### config.mk
export PLATFORM = sky130hd
export DESIGN_NAME = control_sequencer_flat
export DESIGN_NICKNAME = d
export VERILOG_FILES = /design/src/rtl/cpu_ctrl_pkg.sv /design/src/rtl/control_sequencer_if.sv /design/src/rtl/control_sequencer_ctrl_decode.sv /design/src/rtl/control_sequencer.sv /design/src/flat_wrapper.sv
export SDC_FILE = /design/constraint.sdc
export NUM_CORES = 1
export LEC_CHECK = 0
export CAP_MARGIN = 15
export CORE_MARGIN = 4
export CORE_UTILIZATION = 45
export CTS_CLUSTER_DIAMETER = 150
export DETAILED_ROUTE_END_ITERATION = 6
export PLACE_DENSITY = 0.74
export SLEW_MARGIN = 20
export SYNTH_ARGS = -nofsm -noshare
export SYNTH_HDL_FRONTEND = slang
export SYNTH_HIERARCHICAL = 1
export SYNTH_SLANG_ARGS = --single-unit
### constraint.sdc
create_clock -name clk -period 3.6 [get_ports clk]
set_clock_uncertainty 0.1 [all_clocks]
set_input_delay 0.54 -clock clk [delete_from_list [all_inputs] [get_ports clk]]
set_output_delay 0.54 -clock clk [all_outputs]
set_load 0.05 [all_outputs]
### src/rtl/cpu_ctrl_pkg.sv
// ---------------------------------------------------------------------------
// cpu_ctrl_pkg
// Shared types and constants for the fetch/execute control sequencer:
//   ctrl_t      - packed word of active-low strobes consumed by register_gp (a),
//                 register_xfer (xfer), register_addr (pcra0) and memory
//   CTRL_W      - width of ctrl_t
//   CTRL_IDLE   - all strobes released (all ones)
//   opcode_t    - defined opcodes
//   seq_state_t - sequencer states
//   op_steps()  - number of exec microsteps an opcode runs
// ---------------------------------------------------------------------------
package cpu_ctrl_pkg;

    localparam int WIDTH_MAIN = 8;
    localparam int STEP_W     = 2;

    typedef struct packed {
        logic a_load_main;
        logic a_assert_main;
        logic a_assert_lhs;
        logic a_assert_rhs;
        logic xfer_loadlow_main;
        logic xfer_loadhigh_main;
        logic xfer_assert_addr;
        logic xfer_assert_xfer;
        logic pcra0_assert_addr;
        logic pcra0_inc;
        logic pcra0_dec;
        logic pcra0_load_xfer;
        logic mem_assert_main;
        logic mem_load_main;
    } ctrl_t;

    localparam int    CTRL_W    = $bits(ctrl_t);
    localparam ctrl_t CTRL_IDLE = ctrl_t'({CTRL_W{1'b1}});

    typedef enum logic [WIDTH_MAIN-1:0] {
        OP_NOP      = 8'h00,
        OP_LDA_IMM  = 8'h01,
        OP_LDXL_IMM = 8'h02,
        OP_LDXH_IMM = 8'h03,
        OP_JMPX     = 8'h04,
        OP_STAX     = 8'h05,
        OP_LDAX     = 8'h06,
        OP_HLT      = 8'hFF
    } opcode_t;

    typedef enum logic [2:0] {
        IDLE  = 3'd0,
        FETCH = 3'd1,
        INC   = 3'd2,
        EXEC  = 3'd3,
        HALT  = 3'd4
    } seq_state_t;

    // Exec microstep count; zero means the opcode ends right after INC.
    function automatic logic [STEP_W:0] op_steps(input logic [WIDTH_MAIN-1:0] op);
        logic [STEP_W:0] n;
        case (op)
            OP_LDA_IMM, OP_LDXL_IMM, OP_LDXH_IMM: n = 3'd2;
            OP_JMPX, OP_STAX, OP_LDAX:            n = 3'd1;
            default:                              n = 3'd0;
        endcase
        return n;
    endfunction

endpackage

### src/rtl/control_sequencer_if.sv
// ---------------------------------------------------------------------------
// control_sequencer_if
// Bus bundle between the control sequencer and its datapath/memory side.
//   main_in   - resolved main bus (opcode / immediate source)
//   mem_ready - memory completes the current access this cycle
//   run       - keep fetching when 1
//   step_req  - single-step request (only with SINGLE_STEP_EN defined)
//   ctrl_n    - active-low strobe word (ctrl_t)
//   ir        - instruction register
//   step      - current exec microstep
//   halted    - HLT executed
//   illegal   - sticky undefined-opcode flag
// Modports: master = sequencer side, slave = datapath/environment side.
// ---------------------------------------------------------------------------
interface control_sequencer_if;
    import cpu_ctrl_pkg::*;

    logic [WIDTH_MAIN-1:0] main_in;
    logic                  mem_ready;
    logic                  run;
`ifdef SINGLE_STEP_EN
    logic                  step_req;
`endif
    ctrl_t                 ctrl_n;
    logic [WIDTH_MAIN-1:0] ir;
    logic [STEP_W-1:0]     step;
    logic                  halted;
    logic                  illegal;

`ifdef SINGLE_STEP_EN
    modport master (input main_in, mem_ready, run, step_req,
                    output ctrl_n, ir, step, halted, illegal);
    modport slave  (output main_in, mem_ready, run, step_req,
                    input ctrl_n, ir, step, halted, illegal);
`else
    modport master (input main_in, mem_ready, run,
                    output ctrl_n, ir, step, halted, illegal);
    modport slave  (output main_in, mem_ready, run,
                    input ctrl_n, ir, step, halted, illegal);
`endif

endinterface

### src/rtl/control_sequencer_ctrl_decode.sv
// ---------------------------------------------------------------------------
// ctrl_decode
// Combinational microcode table: (opcode, exec step) -> strobe word + flags.
//   i_opcode     - instruction register contents
//   i_step       - exec microstep to decode
//   o_ctrl       - active-low strobe word for that step
//   o_is_mem     - step accesses memory (stretches on mem_ready=0)
//   o_is_last    - step is the final exec step of the opcode
//   o_is_illegal - opcode is undefined
//   o_is_halt    - opcode is HLT
// ---------------------------------------------------------------------------
import cpu_ctrl_pkg::*;

module ctrl_decode (
    input  logic [WIDTH_MAIN-1:0] i_opcode,
    input  logic [STEP_W-1:0]     i_step,
    output ctrl_t                 o_ctrl,
    output logic                  o_is_mem,
    output logic                  o_is_last,
    output logic                  o_is_illegal,
    output logic                  o_is_halt
);

    // Microcode lookup
    always_comb begin
        o_ctrl       = CTRL_IDLE;
        o_is_mem     = 1'b0;
        o_is_illegal = 1'b0;
        o_is_halt    = 1'b0;
        case (i_opcode)
            OP_LDA_IMM, OP_LDXL_IMM, OP_LDXH_IMM: begin
                if (i_step == {STEP_W{1'b0}}) begin
                    // Immediate byte sits at pcra0 (already bumped past the opcode).
                    o_ctrl.pcra0_assert_addr = 1'b0;
                    o_ctrl.mem_assert_main   = 1'b0;
                    o_is_mem                 = 1'b1;
                    case (i_opcode)
                        OP_LDA_IMM:  o_ctrl.a_load_main        = 1'b0;
                        OP_LDXL_IMM: o_ctrl.xfer_loadlow_main  = 1'b0;
                        default:     o_ctrl.xfer_loadhigh_main = 1'b0;
                    endcase
                end else begin
                    o_ctrl.pcra0_inc = 1'b0;
                end
            end
            OP_JMPX: begin
                o_ctrl.xfer_assert_xfer = 1'b0;
                o_ctrl.pcra0_load_xfer  = 1'b0;
            end
            OP_STAX: begin
                o_ctrl.xfer_assert_addr = 1'b0;
                o_ctrl.a_assert_main    = 1'b0;
                o_ctrl.mem_load_main    = 1'b0;
                o_is_mem                = 1'b1;
            end
            OP_LDAX: begin
                o_ctrl.xfer_assert_addr = 1'b0;
                o_ctrl.mem_assert_main  = 1'b0;
                o_ctrl.a_load_main      = 1'b0;
                o_is_mem                = 1'b1;
            end
            OP_HLT:  o_is_halt    = 1'b1;
            OP_NOP:  o_is_illegal = 1'b0;
            default: o_is_illegal = 1'b1;
        endcase
        o_is_last = (({1'b0, i_step} + 3'd1) >= op_steps(i_opcode));
    end

endmodule

### src/rtl/control_sequencer.sv
// ---------------------------------------------------------------------------
// control_sequencer
// Fetch/execute sequencer driving the active-low strobes of a, xfer, pcra0
// and memory. Fetches an opcode at pcra0, bumps pcra0, then runs the opcode's
// fixed microsequence, one step per clock; memory steps stretch on wait states.
// Ports:
//   clk   - rising-edge clock
//   reset - asynchronous, active-low
//   bus   - control_sequencer_if.master (main_in, mem_ready, run, ctrl_n,
//           ir, step, halted, illegal; step_req with SINGLE_STEP_EN)
// Configuration macro: SINGLE_STEP_EN - IDLE->FETCH only on a rising edge of
//   step_req, one instruction per edge, run ignored.
// ---------------------------------------------------------------------------
import cpu_ctrl_pkg::*;

module control_sequencer (
    input  logic                 clk,
    input  logic                 reset,
    control_sequencer_if.master  bus
);

    seq_state_t            r_state;
    seq_state_t            w_state_nxt;
    logic [STEP_W-1:0]     r_step;
    logic [STEP_W-1:0]     w_step_nxt;
    logic [WIDTH_MAIN-1:0] r_ir;
    ctrl_t                 r_ctrl;
    ctrl_t                 w_ctrl_nxt;
    logic                  r_halted;
    logic                  r_illegal;
    // Properties of the step currently executing, captured with its ctrl word.
    logic                  r_mem;
    logic                  r_last;

    ctrl_t                 w_dec_ctrl;
    logic                  w_dec_mem;
    logic                  w_dec_last;
    logic                  w_dec_illegal;
    logic                  w_dec_halt;
    logic                  w_go;
    logic                  w_cont;

`ifdef SINGLE_STEP_EN
    logic r_step_req_d1;

    // Delay step_req to detect its rising edge
    always_ff @(posedge clk or negedge reset) begin
        if (!reset) begin
            r_step_req_d1 <= 1'b0;
        end else begin
            r_step_req_d1 <= bus.step_req;
        end
    end

    assign w_go   = bus.step_req & ~r_step_req_d1;
    assign w_cont = 1'b0;
`else
    assign w_go   = bus.run;
    assign w_cont = bus.run;
`endif

    // Decode the step that will execute next, so ctrl_n can come from flops.
    ctrl_decode u_decode (
        .i_opcode     (r_ir),
        .i_step       (w_step_nxt),
        .o_ctrl       (w_dec_ctrl),
        .o_is_mem     (w_dec_mem),
        .o_is_last    (w_dec_last),
        .o_is_illegal (w_dec_illegal),
        .o_is_halt    (w_dec_halt)
    );

    // Next microstep: advances in EXEC unless a memory step is stalled
    always_comb begin
        w_step_nxt = r_step;
        case (r_state)
            EXEC: begin
                if (r_mem && !bus.mem_ready) begin
                    w_step_nxt = r_step;
                end else if (r_last) begin
                    w_step_nxt = {STEP_W{1'b0}};
                end else begin
                    w_step_nxt = r_step + 2'd1;
                end
            end
            default: w_step_nxt = {STEP_W{1'b0}};
        endcase
    end

    // Next state and the strobe word that state will drive
    always_comb begin
        w_state_nxt = r_state;
        w_ctrl_nxt  = CTRL_IDLE;
        case (r_state)
            IDLE: begin
                if (w_go) begin
                    w_state_nxt = FETCH;
                end else begin
                    w_state_nxt = IDLE;
                end
            end
            FETCH: begin
                if (bus.mem_ready) begin
                    w_state_nxt = INC;
                end else begin
                    w_state_nxt = FETCH;
                end
            end
            INC: begin
                if (w_dec_halt) begin
                    w_state_nxt = HALT;
                end else if (op_steps(r_ir) == 3'd0) begin
                    w_state_nxt = w_cont ? FETCH : IDLE;
                end else begin
                    w_state_nxt = EXEC;
                end
            end
            EXEC: begin
                if (r_mem && !bus.mem_ready) begin
                    w_state_nxt = EXEC;
                end else if (r_last) begin
                    w_state_nxt = w_cont ? FETCH : IDLE;
                end else begin
                    w_state_nxt = EXEC;
                end
            end
            HALT:    w_state_nxt = HALT;
            default: w_state_nxt = IDLE;
        endcase

        case (w_state_nxt)
            FETCH: begin
                w_ctrl_nxt.pcra0_assert_addr = 1'b0;
                w_ctrl_nxt.mem_assert_main   = 1'b0;
            end
            INC:     w_ctrl_nxt.pcra0_inc = 1'b0;
            EXEC:    w_ctrl_nxt = w_dec_ctrl;
            default: w_ctrl_nxt = CTRL_IDLE;
        endcase
    end

    // State, microstep, IR, flags and output strobe registers
    always_ff @(posedge clk or negedge reset) begin
        if (!reset) begin
            r_state   <= IDLE;
            r_step    <= {STEP_W{1'b0}};
            r_ir      <= {WIDTH_MAIN{1'b0}};
            r_ctrl    <= CTRL_IDLE;
            r_halted  <= 1'b0;
            r_illegal <= 1'b0;
            r_mem     <= 1'b0;
            r_last    <= 1'b0;
        end else begin
            r_state <= w_state_nxt;
            r_step  <= w_step_nxt;
            r_ctrl  <= w_ctrl_nxt;
            r_mem   <= w_dec_mem;
            r_last  <= w_dec_last;
            if (r_state == FETCH && bus.mem_ready) begin
                r_ir <= bus.main_in;
            end
            if (r_state == INC && w_dec_halt) begin
                r_halted <= 1'b1;
            end
            if (r_state == INC && w_dec_illegal) begin
                r_illegal <= 1'b1;
            end
        end
    end

    assign bus.ctrl_n  = r_ctrl;
    assign bus.ir      = r_ir;
    assign bus.step    = r_step;
    assign bus.halted  = r_halted;
    assign bus.illegal = r_illegal;

endmodule
### src/flat_wrapper.sv
// flat-port wrapper written by rule: the top's interface ports become plain ports
module control_sequencer_flat 
  (clk, reset, bus_main_in, bus_mem_ready, bus_run, bus_ctrl_n, bus_ir, bus_step, bus_halted, bus_illegal);
  control_sequencer_if bus_i ();
  input  logic clk;
  input  logic reset;
  input wire logic [$bits(bus_i.main_in)-1:0] bus_main_in;
  input wire logic [$bits(bus_i.mem_ready)-1:0] bus_mem_ready;
  input wire logic [$bits(bus_i.run)-1:0] bus_run;
  output wire logic [$bits(bus_i.ctrl_n)-1:0] bus_ctrl_n;
  output wire logic [$bits(bus_i.ir)-1:0] bus_ir;
  output wire logic [$bits(bus_i.step)-1:0] bus_step;
  output wire logic [$bits(bus_i.halted)-1:0] bus_halted;
  output wire logic [$bits(bus_i.illegal)-1:0] bus_illegal;
  assign bus_i.main_in = bus_main_in;
  assign bus_i.mem_ready = bus_mem_ready;
  assign bus_i.run = bus_run;
  assign bus_ctrl_n = bus_i.ctrl_n;
  assign bus_ir = bus_i.ir;
  assign bus_step = bus_i.step;
  assign bus_halted = bus_i.halted;
  assign bus_illegal = bus_i.illegal;
  control_sequencer u_core (.clk(clk), .reset(reset), .bus(bus_i));
endmodule
Word level (Yosys, flattened, before mapping):

Index checks and enable logic that the tools add are counted.

* add/subtract/negate cells: 2
* order comparisons: 1
* equal/unequal tests: 14
* muxes and demuxes: 36
* reductions and logical operators: 14

Operators by type and width (count)
* $eq A8 B3 Y1 const B: 3
* $mux W3: 6
* $eq A8 B2 Y1 const B: 2
* $pmux W3 S5: 1
* $mux W1: 14
* $mux W2: 7
* $eq A3 B2 Y1 const B: 4
* $pmux W1 S2: 6
* $eq A8 B1 Y1 const B: 1
* $eq A8 B8 Y1 const B: 1
* $logic_not A8 Y1: 1
* $mux W8: 1
* $reduce_or A8 Y1: 1
* $eq A3 B1 Y1 const B: 2
* $logic_not A3 Y1: 2
* $reduce_or A3 Y1: 2
* $logic_and A1 B1 Y1: 4
* $pmux W2 S2: 1
* $reduce_or A2 Y1: 2
* $add A2 B1 Y3 const B: 1
* $eq A3 B3 Y1 const B: 1
* $ge A3 B3 Y1: 1
* $add A2 B1 Y2 const B: 1
* $logic_not A2 Y1: 1
* $logic_not A1 Y1: 1

* flip-flop bits (word level): 31
* input bits: 12
* output and inout bits: 26
* word-level logic and storage cells: 88

Depth between registers and ports, before layout:

* depth in word-level cells: 11
* mapped depth: 11
* gate-level depth less buffers: 11

Modules after synthesis:

Netlist, hierarchy kept.

Modules (own cells, without submodules)
* control_sequencer: times used 1, cells each 91, area an instance 1221.2 um2, sequential area each 793.3 um2
* ctrl_decode: times used 1, cells each 43, area an instance 296.5 um2, sequential area each 0.0 um2

Worst setup path before layout:

OpenSTA, ideal clock, no wires.

* path kind: register to register
* from: register u_core.r_ir[3] (netlist: u_core/bus.ir[3])
* to: register u_core.r_last
* library setup time: 95 ps
* data arrival time: 2183 ps
* required time: 3405 ps
* path slack: 1222 ps
* cell stages (with the launch flop): 5
* path buffers: 0
* period minus slack after synthesis: 2378 ps
* path through: dfrtp_1 > or4_4 > nor4_1 > fa_1 > o31ai_1

* longest elaborated chain between the ends: 4
* elaborated cells between the ends (all ways): 10
* those cells by class: order compare (1); eq/ne (6); mux (1); reduce/logical (2)

RTL lines
* start: declaration: RTL line control_sequencer.sv:26 `logic [WIDTH_MAIN-1:0] r_ir;`
* start signal: assignment: RTL line control_sequencer.sv:147 `r_ir <= {WIDTH_MAIN{1'b0}};`
* start signal: assignment: RTL line control_sequencer.sv:160 `r_ir <= bus.main_in;`
* $eq A8 B3 Y1 (tied with other cells): RTL line cpu_ctrl_pkg.sv:59 `case (op)`
* $reduce_or A3 Y1: RTL line cpu_ctrl_pkg.sv:59
* $pmux W2 S2 *: RTL line cpu_ctrl_pkg.sv:59
* $ge A3 B3 Y1 *: RTL line control_sequencer_ctrl_decode.sv:66 `o_is_last = (({1'b0, i_step} + 3'd1) >= op_steps(i_opcode));`
* net u_core.w_dec_last: RTL line control_sequencer.sv:37 `logic w_dec_last;`
* end signal: assignment: RTL line control_sequencer.sv:158 `r_last <= w_dec_last;`
* end: declaration: RTL line control_sequencer.sv:33 `logic r_last;`

Mark *: on every way through the listed nets, which the timed path passes. The rest lies on a longest branch.
A chain may end at the register's enable or synchronous reset.

==> flow_summary.yaml <==
hold_path:
  min_to: "u_core/bus.illegal"
  hold_path.class: "register to register"
  worstHoldPathCells: 1
  min_from: "u_core/bus.illegal"
global_routing:
  grt_antenna_before_repair: 0
  grt_usage_pct: 15.8
  busiest_layer: "met2"
  use_met1_pct: 18.2
  grt_first_pass_wirelength_microns: 5220
  grt_pass1_vias: 1212
  grt_max_degree: 22
  overflow: 0
  met2_usage_pct: 27.2
  grtUsageMet3_pct: 4.76
timing:
  drv_slew: 0
  rsz0062_at_grt: "no"
  setup_viol: 0
  max_slew_margin_pct: 39.8
  whs_ns: 0.372
  hold_viol_final: 0
  worstMarginPinSlew_ns: 0.901
  period_share_pct: 72.4
  fin_crit_ns: 2.61
  fmax_mhz: 384
  tns_ns: 0
detailed_routing:
  ant_nets: 0
  wl_microns: 2890
  wl_per_cell_microns: 13.3
  post-route-drc-count: 0
  viasPerCell: 5.16
  drtIter0Drc: 33
  first_pass_iters: 4
  vias: 1124
finish:
  area_growth_pct: 31.9
  drive_above_1_share_pct: 24.1
  postLayoutCellArea_sq_mm: 0.00200
  nNetsFinal: 189
  diodes: 0
  layout.cells.non_filler: 218
worst_setup_path:
  rrSetupSlack_ns: 1.21
  start_kind: "primary input"
  timing.rr.start: "u_core/r_state[1]"
  critical_path_peak_fanout: 4
  cp-end-kind: "register"
  regToRegEndpoint: "u_core/bus.ctrl_n[5]"
  ff2ff_path_depth: 9
  path_class: "primary input to register"
  crit_arrival_ns: 2.75
  cp.required_ns: 3.75
clock_network:
  clockRootBuffer: "clkbuf_4"
  clock_path_buffers: 2
  cts_tree: "done"
  cts_setup_buffers: 0
  htreeDepth: 2
  postCtsHoldBufs: 0
  clock_latency_ns: 0.33
  clkSinkCount: 31
  numCtsBuffers: 5
  cts_resized: 0
  clk_pin_slew_ns: 0.09
die:
  die_h_microns: 66.1
  fp-row-count: 20
  dieArea_sq_mm: 0.00437
  start_util_pct: 48.5
  fp.coreArea_sq_mm: 0.00313
  io_pins: 38
  die_w_microns: 66.1
outcome:
  outcome: "finished, final reports clean"
pwr:
  power_density_mw_per_mm2: 744
  peakVddDrop_mv: 0.664
  power_mw: 1.49
  leakage_nw: 0.798
flow_run:
  drv_cap: 0
synth:
  synth.most_common_cell: "dfrtp_1"
  synth_ff_type: "dfrtp_1"
  synth_cells: 134
  syn_area_per_cell_sq_um: 11.3
  synthDistinctLibCells: 43
  synth_area_leader_cell: "dfrtp_1"
  synth_common_cells: "17 x dfrtp_1, 14 x dfstp_2, 13 x nand2b_1, 9 x mux2_2, 8 x nand2_1"
  synth_edf_count: 0
  synth.area.top_cells: "dfrtp_1 28%, dfstp_2 24%, mux2_2 6.7%, nand2b_1 5.4%, buf_4 2.5%"
  synth_top_area_share_pct: 28.0
  synth_area_sq_mm: 0.00152
  yosys_warnings: 6
  ys_ff_latch: 31
  ys_seq_area_share_pct: 52.3
  async_reset_ff_share_pct: 100
placed_design:
  place_hpwl_microns: 2200
  gp_congestion: 0.845
  placed_area_sq_mm: 0.00192
  io_buffers: 37
  dp_cells: 210
worst max-delay path: stages:
cell,delay [ns]
clkdlybuf4s50_1,0.43
nand2b_1,0.20
a21o_1,0.23
nor3b_1,0.45
inv_1,0.16
ha_1,0.24
nor2b_1,0.17
nand2_1,0.11
inv_1,0.04
o21ai_0,0.19
how the worst max path moves through the flow:
stage / start / to / slack, ns / cells after the start
3_5_place_dp: bus_mem_ready / u_core/bus.ctrl_n[5] / 0.63 / 10
3_3_place_gp: bus_mem_ready / u_core/bus.ctrl_n[13] / 0.76 / 10
2_1_floorplan: u_core/bus.ir[3] / u_core/r_last / 1.22 / 4
6_report: bus_mem_ready / u_core/bus.ctrl_n[5] / 0.99 / 10
5_1_grt: bus_mem_ready / u_core/bus.ctrl_n[13] / 0.81 / 10
4_1_cts: bus_mem_ready / u_core/bus.ctrl_n[13] / 0.98 / 10
final cells by class:
type	instances	area, sq um
Tap cell	44	55.1
Timing Repair Buffer	39	385
Inverter	7	26.3
Clock inverter	2	35.0
Sequential cell	31	793
Multi-Input combinational cell	89	656
Fill cell	257	1130
Clock buffer	6	51.3
stage by stage:
step	util (%)	setup WS (ns)
6_report	64.0	0.994
2_1_floorplan	-	1.22
3_5_place_dp	61.2	0.626
4_1_cts	64.0	0.975
5_1_grt	64.0	0.805
3_3_place_gp	61.2	0.757
sequential cells by signal, indices dropped and copies added, names as in the netlist:
register	cells
u_core/r_last	1
u_core/bus.ctrl_n	14
u_core/bus.halted	1
u_core/r_state	3
u_core/bus.illegal	1
u_core/bus.step	2
u_core/r_mem	1
u_core/bus.ir	8
layer usage:
layer | wire (microns) | part of all wire (%) | up-vias
met5 | 0 | 0 | -
met4 | 50 | 1.7 | 0
met3 | 163 | 5.6 | 5
met2 | 1440 | 50 | 31
met1 | 1240 | 43 | 552
li1 | - | - | 536
logic make-up after synthesis:
| family | share of synthesized area [%] |
|---|---|
| simple gates | 22.4 |
| flops | 52.3 |
| compound gates | 8.57 |
| buf+inv | 5.44 |
| mux | 6.68 |
| fa+ha+maj | 3.79 |
| other cells | 0.247 |
| xor+xnor | 0.577 |
power breakdown:
part / internal (mW) / switching, mW
Clock: 0.164 / 0.118
Sequential: 0.437 / 0.128
Combinational: 0.246 / 0.395
Total: 0.847 / 0.642
cell usage in the layout (no fill, tap or decap), drive strengths merged, types with 5 or more instances in the layout:
master | synthesis | layout
clkbuf | 1 | 6
clkdlybuf4s50 | 0 | 37
dfrtp | 17 | 17
dfstp | 14 | 14
inv | 7 | 7
mux2 | 9 | 9
nand2 | 8 | 8
nand2b | 13 | 13
nand3 | 5 | 5
nor2 | 8 | 8
No activity file was read; power rests on OpenSTA's default activity.
